--- src/rtl/dma_dsc_pkg.sv ---
// Shared definitions for the DMA descriptor cache: default geometry,
// address-width helper, popcount helper and the read-result record.
package dma_dsc_pkg;

    localparam int DSC_DATA_WIDTH  = 13;
    localparam int DSC_NUM_ENTRIES = 4;
    localparam int DSC_MAX_DW      = 64;

    typedef struct packed {
        logic                  hit;
        logic [DSC_MAX_DW-1:0] data;
    } rd_result_t;

    // Index width for n entries, never narrower than one bit.
    function automatic int dsc_aw(input int n);
        int w;
        w = $clog2(n);
        return (w < 1) ? 1 : w;
    endfunction

    function automatic logic [6:0] popcount64(input logic [63:0] v);
        logic [6:0] c;
        c = 7'd0;
        for (int k = 0; k < 64; k++) begin
            c = c + {6'd0, v[k]};
        end
        return c;
    endfunction

endpackage

--- src/rtl/dma_dsc_cache_ram.sv ---
// Descriptor data store: one write port, registered read address, no reset
// so the array can live in a vendor RAM primitive.
module dma_dsc_cache_ram #(
    parameter int DW = 13,
    parameter int NE = 4,
    parameter int AW = 2
) (
    input  logic          clk_i,
    input  logic          we_i,
    input  logic [AW-1:0] waddr_i,
    input  logic [DW-1:0] wdata_i,
    input  logic          re_i,
    input  logic [AW-1:0] raddr_i,
    output logic [AW-1:0] raddr_q_o,
    output logic [DW-1:0] rdata_o
);

    localparam logic [AW:0] NE_L = (AW+1)'(NE);

    logic [DW-1:0] mem_q [NE];
    logic [AW-1:0] raddr_q;

    // Write port; indices beyond the array are dropped.
    always_ff @(posedge clk_i) begin
        if (we_i && ({1'b0, waddr_i} < NE_L)) begin
            mem_q[waddr_i] <= wdata_i;
        end
    end

    // Read address register, advanced only for accepted requests.
    always_ff @(posedge clk_i) begin
        if (re_i) begin
            raddr_q <= raddr_i;
        end
    end

    assign raddr_q_o = raddr_q;
    assign rdata_o   = ({1'b0, raddr_q} < NE_L) ? mem_q[raddr_q] : '0;

endmodule

--- src/rtl/dma_dsc_cache.sv ---
// DMA descriptor cache: data RAM plus valid bits, invalidation, occupancy
// tracking, write-to-read forwarding and a holdable read pipeline.
module dma_dsc_cache
    import dma_dsc_pkg::*;
#(
    parameter int DATA_WIDTH  = DSC_DATA_WIDTH,
    parameter int NUM_ENTRIES = DSC_NUM_ENTRIES,
    parameter int OUT_REG     = 1,
    localparam int AW         = dsc_aw(NUM_ENTRIES)
) (
    input  logic                   CLK,
    input  logic                   ARST_N,
    input  logic                   WR_EN,
    input  logic [AW-1:0]          WR_ADDR,
    input  logic [DATA_WIDTH-1:0]  WR_DATA,
    input  logic                   RD_REQ,
    input  logic [AW-1:0]          RD_ADDR,
    input  logic                   RD_HOLD,
    input  logic                   INV_EN,
    input  logic [AW-1:0]          INV_ADDR,
    input  logic                   INV_ALL,
    output logic                   RD_VALID,
    output logic                   RD_HIT,
    output logic [DATA_WIDTH-1:0]  RD_DATA,
    output logic [NUM_ENTRIES-1:0] VALID_VEC,
    output logic [AW:0]            OCCUPANCY,
    output logic                   FULL,
    output logic                   EMPTY
);

    localparam logic [AW:0]            N_L   = (AW+1)'(NUM_ENTRIES);
    localparam logic [NUM_ENTRIES-1:0] ONE_L = NUM_ENTRIES'(1'b1);

    logic [NUM_ENTRIES-1:0] valid_q, valid_d;
    logic [NUM_ENTRIES-1:0] wr_mask_s, inv_mask_s;
    logic [AW:0]            occ_q;
    logic                   full_q, empty_q;
    logic                   s1_vld_q;
    logic [AW-1:0]          s1_addr_s;
    logic [DATA_WIDTH-1:0]  ram_rdata_s;
    logic                   wr_ok_s, inv_ok_s, rd_acc_s, s1_in_rng_s;
    logic [6:0]             pop_s;

    assign wr_ok_s     = WR_EN  & ({1'b0, WR_ADDR}   < N_L);
    assign inv_ok_s    = INV_EN & ({1'b0, INV_ADDR}  < N_L);
    assign rd_acc_s    = RD_REQ & ~RD_HOLD;
    assign s1_in_rng_s = ({1'b0, s1_addr_s} < N_L);

    dma_dsc_cache_ram #(
        .DW (DATA_WIDTH),
        .NE (NUM_ENTRIES),
        .AW (AW)
    ) u_ram (
        .clk_i     (CLK),
        .we_i      (wr_ok_s),
        .waddr_i   (WR_ADDR),
        .wdata_i   (WR_DATA),
        .re_i      (rd_acc_s),
        .raddr_i   (RD_ADDR),
        .raddr_q_o (s1_addr_s),
        .rdata_o   (ram_rdata_s)
    );

    // Valid update order: global invalidate beats a write, a write beats a
    // single-entry invalidate of the same index.
    assign wr_mask_s  = wr_ok_s  ? (ONE_L << WR_ADDR)  : '0;
    assign inv_mask_s = inv_ok_s ? (ONE_L << INV_ADDR) : '0;
    assign valid_d    = INV_ALL ? '0 : ((valid_q & ~inv_mask_s) | wr_mask_s);
    assign pop_s      = popcount64(64'(valid_d));

    // Valid bits, occupancy flags and the stage-1 request valid.
    always_ff @(posedge CLK or negedge ARST_N) begin
        if (!ARST_N) begin
            valid_q  <= '0;
            occ_q    <= '0;
            full_q   <= 1'b0;
            empty_q  <= 1'b1;
            s1_vld_q <= 1'b0;
        end else begin
            valid_q  <= valid_d;
            occ_q    <= (AW+1)'(pop_s);
            full_q   <= (pop_s == 7'(NUM_ENTRIES));
            empty_q  <= (pop_s == 7'd0);
            s1_vld_q <= RD_HOLD ? s1_vld_q : RD_REQ;
        end
    end

    assign VALID_VEC = valid_q;
    assign OCCUPANCY = occ_q;
    assign FULL      = full_q;
    assign EMPTY     = empty_q;

    if (OUT_REG != 0) begin : g_oreg
        rd_result_t res_s, res_d, res_q;
        logic       vld_d, vld_q;
        logic       fwd_s;

        // Result as seen after this edge's valid update, with write-first data.
        always_comb begin
            res_s = '0;
            fwd_s = wr_ok_s && (WR_ADDR == s1_addr_s);
            if (s1_vld_q && s1_in_rng_s && valid_d[s1_addr_s]) begin
                res_s.hit = 1'b1;
                if (fwd_s) begin
                    res_s.data = DSC_MAX_DW'(WR_DATA);
                end else begin
                    res_s.data = DSC_MAX_DW'(ram_rdata_s);
                end
            end else begin
                res_s.hit = 1'b0;
            end
            if (RD_HOLD) begin
                res_d = res_q;
                vld_d = vld_q;
            end else begin
                res_d = res_s;
                vld_d = s1_vld_q;
            end
        end

        // Output register.
        always_ff @(posedge CLK or negedge ARST_N) begin
            if (!ARST_N) begin
                res_q <= '0;
                vld_q <= 1'b0;
            end else begin
                res_q <= res_d;
                vld_q <= vld_d;
            end
        end

        assign RD_VALID = vld_q;
        assign RD_HIT   = res_q.hit;
        assign RD_DATA  = res_q.data[DATA_WIDTH-1:0];
    end else begin : g_comb
        logic hit_s;

        assign hit_s    = s1_vld_q & s1_in_rng_s & valid_q[s1_addr_s];
        assign RD_VALID = s1_vld_q;
        assign RD_HIT   = hit_s;
        assign RD_DATA  = hit_s ? ram_rdata_s : '0;
    end

endmodule

--- config.mk ---
export PLATFORM = sky130hd
export DESIGN_NAME = dma_dsc_cache
export DESIGN_NICKNAME = d
export VERILOG_FILES = /design/src/rtl/dma_dsc_pkg.sv /design/src/rtl/dma_dsc_cache_ram.sv /design/src/rtl/dma_dsc_cache.sv
export SDC_FILE = /design/constraint.sdc
export NUM_CORES = 1
export LEC_CHECK = 0
export BUFFER_PORTS_ARGS = -buffer_cell sky130_fd_sc_hd__buf_2
export CORE_ASPECT_RATIO = 0.7
export CORE_MARGIN = 1
export CORE_UTILIZATION = 50
export CTS_CLUSTER_DIAMETER = 50
export DETAILED_ROUTE_END_ITERATION = 12
export PLACE_DENSITY_LB_ADDON = 0.08
export SYNTH_ARGS = -nofsm -noshare
export SYNTH_HDL_FRONTEND = slang
export SYNTH_HIERARCHICAL = 1
export SYNTH_SLANG_ARGS = --single-unit
export TNS_END_PERCENT = 1
--- constraint.sdc ---
create_clock -name CLK -period 2.7 [get_ports CLK]
set_input_delay 0.135 -clock CLK [delete_from_list [all_inputs] [get_ports CLK]]
set_output_delay 0.135 -clock CLK [all_outputs]
set_load 0.01 [all_outputs]
Yosys cells after proc, flatten, opt, wreduce, memory -nomap -nowiden
Memories as Yosys holds them, arrays and structs flattened. A register that Yosys moved wholly into a read port is not among the register bits.
Cells that the tools add are included.
Word-level totals
  register bits after elaboration: 27
  RAM bits: 52
  output and inout bits: 24
  word-level logic and storage cells: 37
  memories kept: 1
Memories
  u_ram.mem_q: words 4, bits a word 13, rd ports 1, clocked after memory_dff 1, wr ports 1, line dma_dsc_cache_ram.sv:20  | logic [DW-1:0] mem_q [NE];
Cells by class
  $add $sub $neg: 3
  $lt $le $gt $ge: 1
  equality and inequality tests: 2
  shift-type cells: 2
  multiplexer cells: 11
  bitwise operators: 5
  reduce and logical (&&, ||, !) cells: 3
Operator list (number)
  two-way mux 13 bit: 2
  two-way mux 4 bit: 3
  << shifter 1 x 2 -> 4 bit, first input constant: 2
  zero test 7 bit: 1
  adder 3 x 1 -> 4 bit: 1
  bitwise AND 4 bit: 1
  equality test 4 x 3 -> 1 bit, second input constant: 1
  two-way mux 1 bit: 4
  NOT 4 bit: 1
  OR 4 bit: 1
  adder 2 x 1 -> 3 bit: 1
  < comparator 2 x 3 -> 1 bit, second input constant: 1
  adder 1 x 1 -> 2 bit: 1
  binary-select mux 1 bit (select 2 bit): 1
  equality test 2 bit: 1
  logical AND 1 bit: 2
  two-way mux 2 bit: 1
  bitwise AND 1 bit: 1
  NOT 1 bit: 1

Logic depth before layout (Yosys ltp)
Gate-level depths: netlist (run 1).
  depth after elaboration: 10
  mapped depth: 10
  gate-level depth less buffers: 9

Modules after synthesis
Netlist (run 1), hierarchy kept.
By module, submodules not included
  dma_dsc_cache_ram: instances 1, cells each 77, area an instance 2035.7 µm², sequential area each 1661.6 µm²
  dma_dsc_cache: instances 1, cells each 117, area an instance 1244.9 µm², sequential area each 626.9 µm²

Worst setup path before layout (run 1)
No wires, ideal clock.
  kind: register -> register
  start: register valid_q[0], in the netlist VALID_VEC[0]
  end: register full_q, in the netlist FULL
  library setup time: 0.088 ns
  arrival: 1.895 ns
  setup slack: 0.717 ns
  stages on the path, launching flop included: 9
  buffers on the path: 0
  clock period less this slack: 1.983 ns
  cells stage by stage: dfrtp_1 > o21ai_0 > a21oi_1 > inv_1 > fa_1 > inv_1 > ha_1 > ha_1 > nor3b_1
On the way
  longest elaborated chain between the ends: 7
RTL lines
  from (decl): line dma_dsc_cache.sv:34  | logic [NUM_ENTRIES-1:0] valid_q, valid_d;
  from (signal assigned): line dma_dsc_cache.sv:80  | valid_q <= valid_d;
  bitwise AND 4 bit: line dma_dsc_cache.sv:68  | assign valid_d = INV_ALL ? '0 : ((valid_q & ~inv_mask_s) | wr_mask_s);
  OR 4 bit: line dma_dsc_cache.sv:68
  two-way mux 4 bit: line dma_dsc_cache.sv:68
  net valid_d[0]: line dma_dsc_cache.sv:34
  adder 1 x 1 -> 2 bit: line dma_dsc_pkg.sv:25  | c = c + {6'd0, v[k]};
  adder 2 x 1 -> 3 bit: line dma_dsc_pkg.sv:25
  adder 3 x 1 -> 4 bit: line dma_dsc_pkg.sv:25
  net pop_s[1]: line dma_dsc_cache.sv:42  | logic [6:0] pop_s;
  equality test 4 x 3 -> 1 bit: line dma_dsc_cache.sv:82  | full_q <= (pop_s == 7'(NUM_ENTRIES));
  to (signal assigned): line dma_dsc_cache.sv:82
  to (decl): line dma_dsc_cache.sv:37  | logic full_q, empty_q;
The timed path passes the listed nets, and every way through them passes these cells.
A chain may end at the register's enable or synchronous reset.

Worst setup path after layout (run 1)
  start: register valid_q[0], in the netlist VALID_VEC[0]
  end: register empty_q, in the netlist EMPTY
On the way
  longest elaborated chain between the ends: 7
RTL lines
  bitwise AND 4 bit: line dma_dsc_cache.sv:68
  OR 4 bit: line dma_dsc_cache.sv:68
  two-way mux 4 bit: line dma_dsc_cache.sv:68
  net valid_d[0]: line dma_dsc_cache.sv:34
  adder 1 x 1 -> 2 bit: line dma_dsc_pkg.sv:25
  adder 2 x 1 -> 3 bit: line dma_dsc_pkg.sv:25
  adder 3 x 1 -> 4 bit: line dma_dsc_pkg.sv:25
  net pop_s[1]: line dma_dsc_cache.sv:42
  zero test 7 bit: line dma_dsc_cache.sv:83  | empty_q <= (pop_s == 7'd0);
  to (signal assigned): line dma_dsc_cache.sv:83
  to (decl): line dma_dsc_cache.sv:37
The timed path passes the listed nets, and every way through them passes these cells.

==> impl_metrics.py, run 1 <==
metrics = {
    "run_status": {
        "outcome": "complete, no violations",
    },
    "floorplan": {
        "initial_core_util": 0.5227,
        "rows": 24,
        "placeableCoreArea_um2": 6276,
        "die-area_um2": 6894,
        "fp.dieH_um": 69.77,
        "fp.dieW_um": 98.82,
        "ios": 50,
    },
    "sta": {
        "rsz0062_at_grt": "false",
        "max-slew-margin-rel": 0.3539,
        "setup_ws_ns": 0.6060,
        "setup_tns_ns": 0,
        "setup_violations": 0,
        "fin_crit_ns": 2.094,
        "whs_ns": 0.02214,
        "max_freq_ghz": 0.4775,
        "finalHoldViolations": 0,
        "worstMarginPinSlew_ns": 0.9691,
        "clock_skew_ns": 0.007009,
        "finalCritPeriodShare": 0.7756,
        "slew_violations": 0,
    },
    "clock_network": {
        "cts_tree": "done",
        "numCtsBuffers": 9,
        "clk_pin_slew_worst_paths_ns": 0.08,
        "cts_sinks": 81,
        "root_buffer": "clkbuf_8",
        "post_cts_buffers": 0,
        "ctsHoldBuffers": 3,
        "clk_latency_ns": 0.34,
        "cts_resized": 0,
        "htreeDepth": 3,
        "clk_path_buf_depth": 2,
    },
    "synth": {
        "async_reset_ff_frac": 0.3086,
        "yosysUniqueCellTypes": 37,
        "ys_warn_count": 6,
        "synth-edff-count": 54,
        "synth_top_area_frac": 0.4943,
        "yosys_register_bits": 81,
        "synth_nets": 223,
        "syn-cell-area_um2": 3281,
        "ys_top_cells_by_area": "edfxtp_1 (49%), dfrtp_1 (18%), mux4_2 (6.9%)",
        "synth_seq_area_share": 0.6976,
        "ys.flop_type": "edfxtp_1",
        "syn_area_per_cell_um2": 16.91,
        "syn_inst": 194,
        "yosysTopAreaCell": "edfxtp_1",
    },
    "grt": {
        "grt_pass1_vias": 1801,
        "grt_max_degree": 26,
        "antenna_found_initial": 0,
        "grt_pass1_wl_um": 9252,
        "track_usage": 0.1862,
        "grt_overflow": 0,
    },
    "finish": {
        "area_delta_synth_final_pct": 15.64,
        "diodes": 0,
        "mostFrequentLayoutCells": "edfxtp_1 (54), buf_2 (49), dfrtp_1 (24), nand2_1 (19), mux2i_1 (13)",
        "n_fill_cell": 479,
        "final_cells": 335,
        "drive_gt1_frac": 0.3658,
        "final_common_cell": "edfxtp_1",
        "fin_area_um2": 3794,
        "num-nets-final": 281,
    },
    "power_and_ir_drop": {
        "leakagePower_nw": 1.611,
        "peakVddDrop_uv": 389.7,
        "cellPowerDensity_nw_per_um2": 632.1,
    },
    "critical_path": {
        "path_buf_inv": 2,
        "path_class": "reg -> reg",
        "cpPeakStageDelay_ns": 0.50,
        "cp-end-kind": "register",
        "critical_path.max_fanout": 3,
        "start_kind": "register",
        "crit_chain": "o21ai_0 -> a21oi_1 -> inv_1 -> fa_1 -> inv_1 -> ha_1 -> ha_1 -> nor3_1",
        "critPathArrivalTime_ns": 2.35,
        "slowest_stage": "fa_1",
        "critPathRequiredTime_ns": 2.95,
        "path_delay_family": "adder cells",
    },
    "placed_design": {
        "pre_cts_slack_ns": 0.5493,
        "gp_congestion": 0.7646,
        "portBuffers": 49,
        "dp_hpwl_um": 3676,
        "placed_cell_area_um2": 3601,
        "dp.cells": 316,
    },
    "worst_hold_path": {
        "worstHoldPathType": "in -> reg",
    },
    "route": {
        "totalWireLength_um": 5648,
        "routedWlPerCell_um": 16.86,
        "vias": 1779,
        "drtAntennaViolNets": 0,
        "vias_per_cell": 5.310,
        "drcViolationCount": 0,
        "drt_iter0_drc": 68,
        "dr.pass1.iters": 4,
    },
    "flow_run": {
        "maxCapViolations": 0,
    },
}
## stage by stage
| step | power [mW] | utilization |
|---|---|---|
| 2_1_floorplan | 1.600 | - |
| 3_3_place_gp | 1.690 | 0.5738 |
| 3_5_place_dp | 1.693 | 0.5738 |
| 4_1_cts | 2.431 | 0.6045 |
| 5_1_grt | 2.505 | 0.6045 |
| 6_report | 2.398 | 0.6045 |
## cells by family after synthesis
| group | count (synthesis) | share of synthesized area |
|---|---|---|
| adder cells (fa/ha/maj) | 3 | 0.01373 |
| AO/OA/AOI/OAI | 28 | 0.06331 |
| multiplexers | 28 | 0.1392 |
| flip-flops | 81 | 0.6976 |
| XOR/XNOR | 2 | 0.005340 |
| AND/OR/NAND/NOR | 37 | 0.05759 |
| buffers and inverters | 15 | 0.02327 |
## state kept, by name (all words and copies together), names as in the netlist, named ones only
name and count:
OCCUPANCY 3, RD_HIT 1, EMPTY 1, RD_VALID 1, s1_vld_q 1, u_ram/raddr_q_o 2, u_ram/mem_q 52, RD_DATA 13
VALID_VEC 4, FULL 1
## area by class of cell
| cell class | count | area, um^2 | area share |
|---|---|---|---|
| sequential | 81 | 2288 | 0.6032 |
| multi-input combinational | 98 | 920.9 | 0.2427 |
| timing repair buffer | 55 | 297.8 | 0.07850 |
| clock buffer | 10 | 127.6 | 0.03364 |
| tap | 78 | 97.59 | 0.02573 |
| clock inverter | 6 | 35.03 | 0.009235 |
| inverter | 7 | 26.28 | 0.006926 |
## synthesized netlist by cell type (all sizes together) (2+ instances only)
library cell  number
buf                6
and3b              2
mux2               2
ha                 2
mux4              13
nor3b              3
nand3b             2
a21o               2
mux2i             13
clkbuf             2
a21oi              4
nand2b             2
nand3              4
dfxtp              2
o21ai             17
nand2             19
xnor2              2
inv                7
edfxtp            54
dfrtp             24
## layer usage
layer | global-route usage | wire length, um
met5 | 0 | 0
met4 | 0.05473 | 26
met3 | 0.05948 | 339
met2 | 0.2836 | 2639
met1 | 0.2591 | 2642
## worst paths after layout
check | startpoint | endpoint | slack (ns) | depth (start not counted)
min in group asynchronous | ARST_N | RD_DATA[3] | 0.32 | 2
setup reg to reg | VALID_VEC[0] | EMPTY | 0.61 | 8
max in group asynchronous | ARST_N | EMPTY | 2.00 | 2
hold / removal | WR_DATA[2] | u_ram/mem_q[2][2] | 0.02 | 1
setup / recovery | VALID_VEC[0] | EMPTY | 0.61 | 8
hold reg to reg | RD_VALID | RD_VALID | 0.48 | 2
## where the power goes
part	internal (mW)	switching [mW]	leakage [nW]	total, mW
clock network	0.327	0.407	0.0818	0.734
registers	1.40	0.0279	0.851	1.42
logic	0.113	0.127	0.679	0.240
total	1.84	0.562	1.61	2.40
Note: power is estimated with default switching activity, not from simulation.
==> inputs of run 2 (changes only) <==
Clock period 2.7 ns to 1.8 ns, I/O delays scaled along.
==> run 2 against run 1 <==
  * The run now ends with setup timing left
  * Worst setup slack got worse by 0.61 ns
  * Global-route usage increased by 0.52 points
  * Register-to-register slack worse by 0.61 ns
  * Largest cell class unchanged
  * Largest power group unchanged
  * Highest routed layer unchanged
==> impl_metrics.py, run 2 (synthesis results as in run 1) <==
metrics = {
    "floorplan": {
        "die-area_um2": 6894,
        "rows": 24,
        "initial_core_util": 0.5227,
        "fp.dieW_um": 98.82,
        "placeableCoreArea_um2": 6276,
        "fp.dieH_um": 69.77,
        "ios": 50,
    },
    "finish": {
        "num-nets-final": 312,
        "diodes": 0,
        "final_core_util": 0.6589,
        "mostFrequentLayoutCells": "edfxtp_1 (54), buf_2 (49), dfrtp_1 (24), nand2_1 (19), buf_4 (19)",
        "largest_reg_flops": 52,
        "n_fill_cell": 449,
        "drive_gt1_frac": 0.4201,
        "area_delta_synth_final_pct": 26.05,
        "final_cells": 366,
        "top_register": "u_ram/mem_q",
        "final_common_cell": "edfxtp_1",
    },
    "clock_network": {
        "htreeDepth": 3,
        "cts_sinks": 81,
        "clk_latency_ns": 0.34,
        "root_buffer": "clkbuf_8",
        "numCtsBuffers": 9,
        "clk_path_buf_depth": 2,
        "clk_pin_slew_worst_paths_ns": 0.08,
        "cts_tree": "done",
    },
    "critical_path": {
        "cp-startpoint": "VALID_VEC[1]",
        "critPathRequiredTime_ns": 2.07,
        "critPathArrivalTime_ns": 2.08,
        "path_class": "reg -> reg",
        "cp-end-kind": "register",
        "reg2reg_depth": 8,
        "start_kind": "register",
        "r2r_slack_ns": -0.007,
        "r2r_end": "FULL",
        "cp-endpoint": "FULL",
        "critical_path.max_fanout": 3,
        "rr_startpoint": "VALID_VEC[1]",
    },
    "route": {
        "routedWlPerCell_um": 15.91,
        "totalWireLength_um": 5823,
        "dr.pass1.iters": 4,
        "drtAntennaViolNets": 0,
        "vias_per_cell": 5.210,
        "drcViolationCount": 0,
        "vias": 1907,
        "drt_iter0_drc": 112,
    },
    "run_status": {
        "outcome": "complete, but fails checks",
        "violations": "setup timing",
    },
    "placed_design": {
        "portBuffers": 49,
        "gp_congestion": 0.7649,
        "dp.cells": 332,
        "dp_hpwl_um": 3909,
    },
    "grt": {
        "track_usage": 0.1914,
        "grt_pass1_vias": 1885,
        "antenna_found_initial": 0,
        "grt_overflow": 0,
        "grt_max_degree": 26,
        "grt_pass1_wl_um": 9632,
    },
    "sta": {
        "finalHoldViolations": 0,
        "fin_crit_ns": 1.807,
        "setup_violations": 1,
        "max-slew-margin-rel": 0.6140,
        "finalCritPeriodShare": 1.004,
        "clock_skew_ns": 0.005781,
        "setup_tns_ns": -0.007113,
        "slew_violations": 0,
        "rsz0062_at_grt": "true",
        "max_freq_ghz": 0.5534,
        "worstMarginPinSlew_ns": 0.5790,
        "setup_ws_ns": -0.007113,
    },
    "power_and_ir_drop": {
        "peakVddDrop_uv": 520.0,
        "leakagePower_nw": 1.765,
        "cellPowerDensity_nw_per_um2": 893.4,
    },
    "flow_run": {
        "maxCapViolations": 0,
    },
    "worst_hold_path": {
        "worstHoldPathType": "in -> reg",
    },
}
-- run 2: worst max-delay path, stage by stage (launching register included) --
cell	delay, ns
dfrtp_1	0.37
o21ai_2	0.08
a21oi_2	0.14
inv_1	0.07
fa_1	0.50
inv_1	0.05
ha_2	0.17
ha_4	0.22
nor3b_2	0.14
-- run 2: worst min-delay path by stage --
stage / cells after the start / from / slack (ns) / endpoint
after floorplan: 0 / ARST_N / -0.21 / FULL
after global placement: 1 / ARST_N / 0.13 / VALID_VEC[2]
after detailed placement: 1 / ARST_N / 0.13 / VALID_VEC[2]
after CTS: 2 / INV_ALL / 0.001 / VALID_VEC[1]
after global routing: 2 / INV_ALL / 0.03 / VALID_VEC[0]
final: 2 / INV_ALL / 0.02 / VALID_VEC[0]
-- run 2: metrics by stage --
step / setup slack (ns) / hold WS (ns) / cell area, um^2 / total power [mW]
5_1_grt: -0.1216 / 0.02946 / 4135 / 3.863
6_report: -0.007113 / 0.01995 / 4135 / 3.695
2_1_floorplan: -0.04340 / -0.2056 / 3304 / 2.404
4_1_cts: -0.02324 / 0.001211 / 4131 / 3.738
3_3_place_gp: -0.01313 / 0.1285 / 3770 / 2.570
3_5_place_dp: -0.1115 / 0.1275 / 3770 / 2.579
-- run 2: cell type report --
type                            count  area, um^2  area share
Clock inverter                      7       46.29     0.01120
Sequential cell                    81        2288      0.5534
Inverter                            7       26.28    0.006354
Timing Repair Buffer               86       588.1      0.1422
Multi-Input combinational cell     98       964.7      0.2333
Clock buffer                        9       123.9     0.02995
Tap cell                           78       97.59     0.02360
-- run 2: what timing repair did --
action	in CTS	in global routing
hold endpoints to repair	80	0
setup buffers	2	0
resized for setup	4	1
pin swaps	3	1
hold buffers	16	0
endpoints found under the setup margin	3	3
-- run 2: power breakdown --
part	internal [mW]	leakage, nW	switching (mW)
Clock	0.497	0.0830	0.630
Combinational	0.223	0.831	0.219
Sequential	2.09	0.851	0.0321
Total	2.81	1.76	0.881
-- run 2: routing by layer --
metal	up-vias	wire length [um]	GRT usage
li1	924	-	-
met1	933	2692	0.2664
met2	48	2829	0.2960
met3	2	279	0.05847
met4	0	22	0.04975
met5	-	0	0
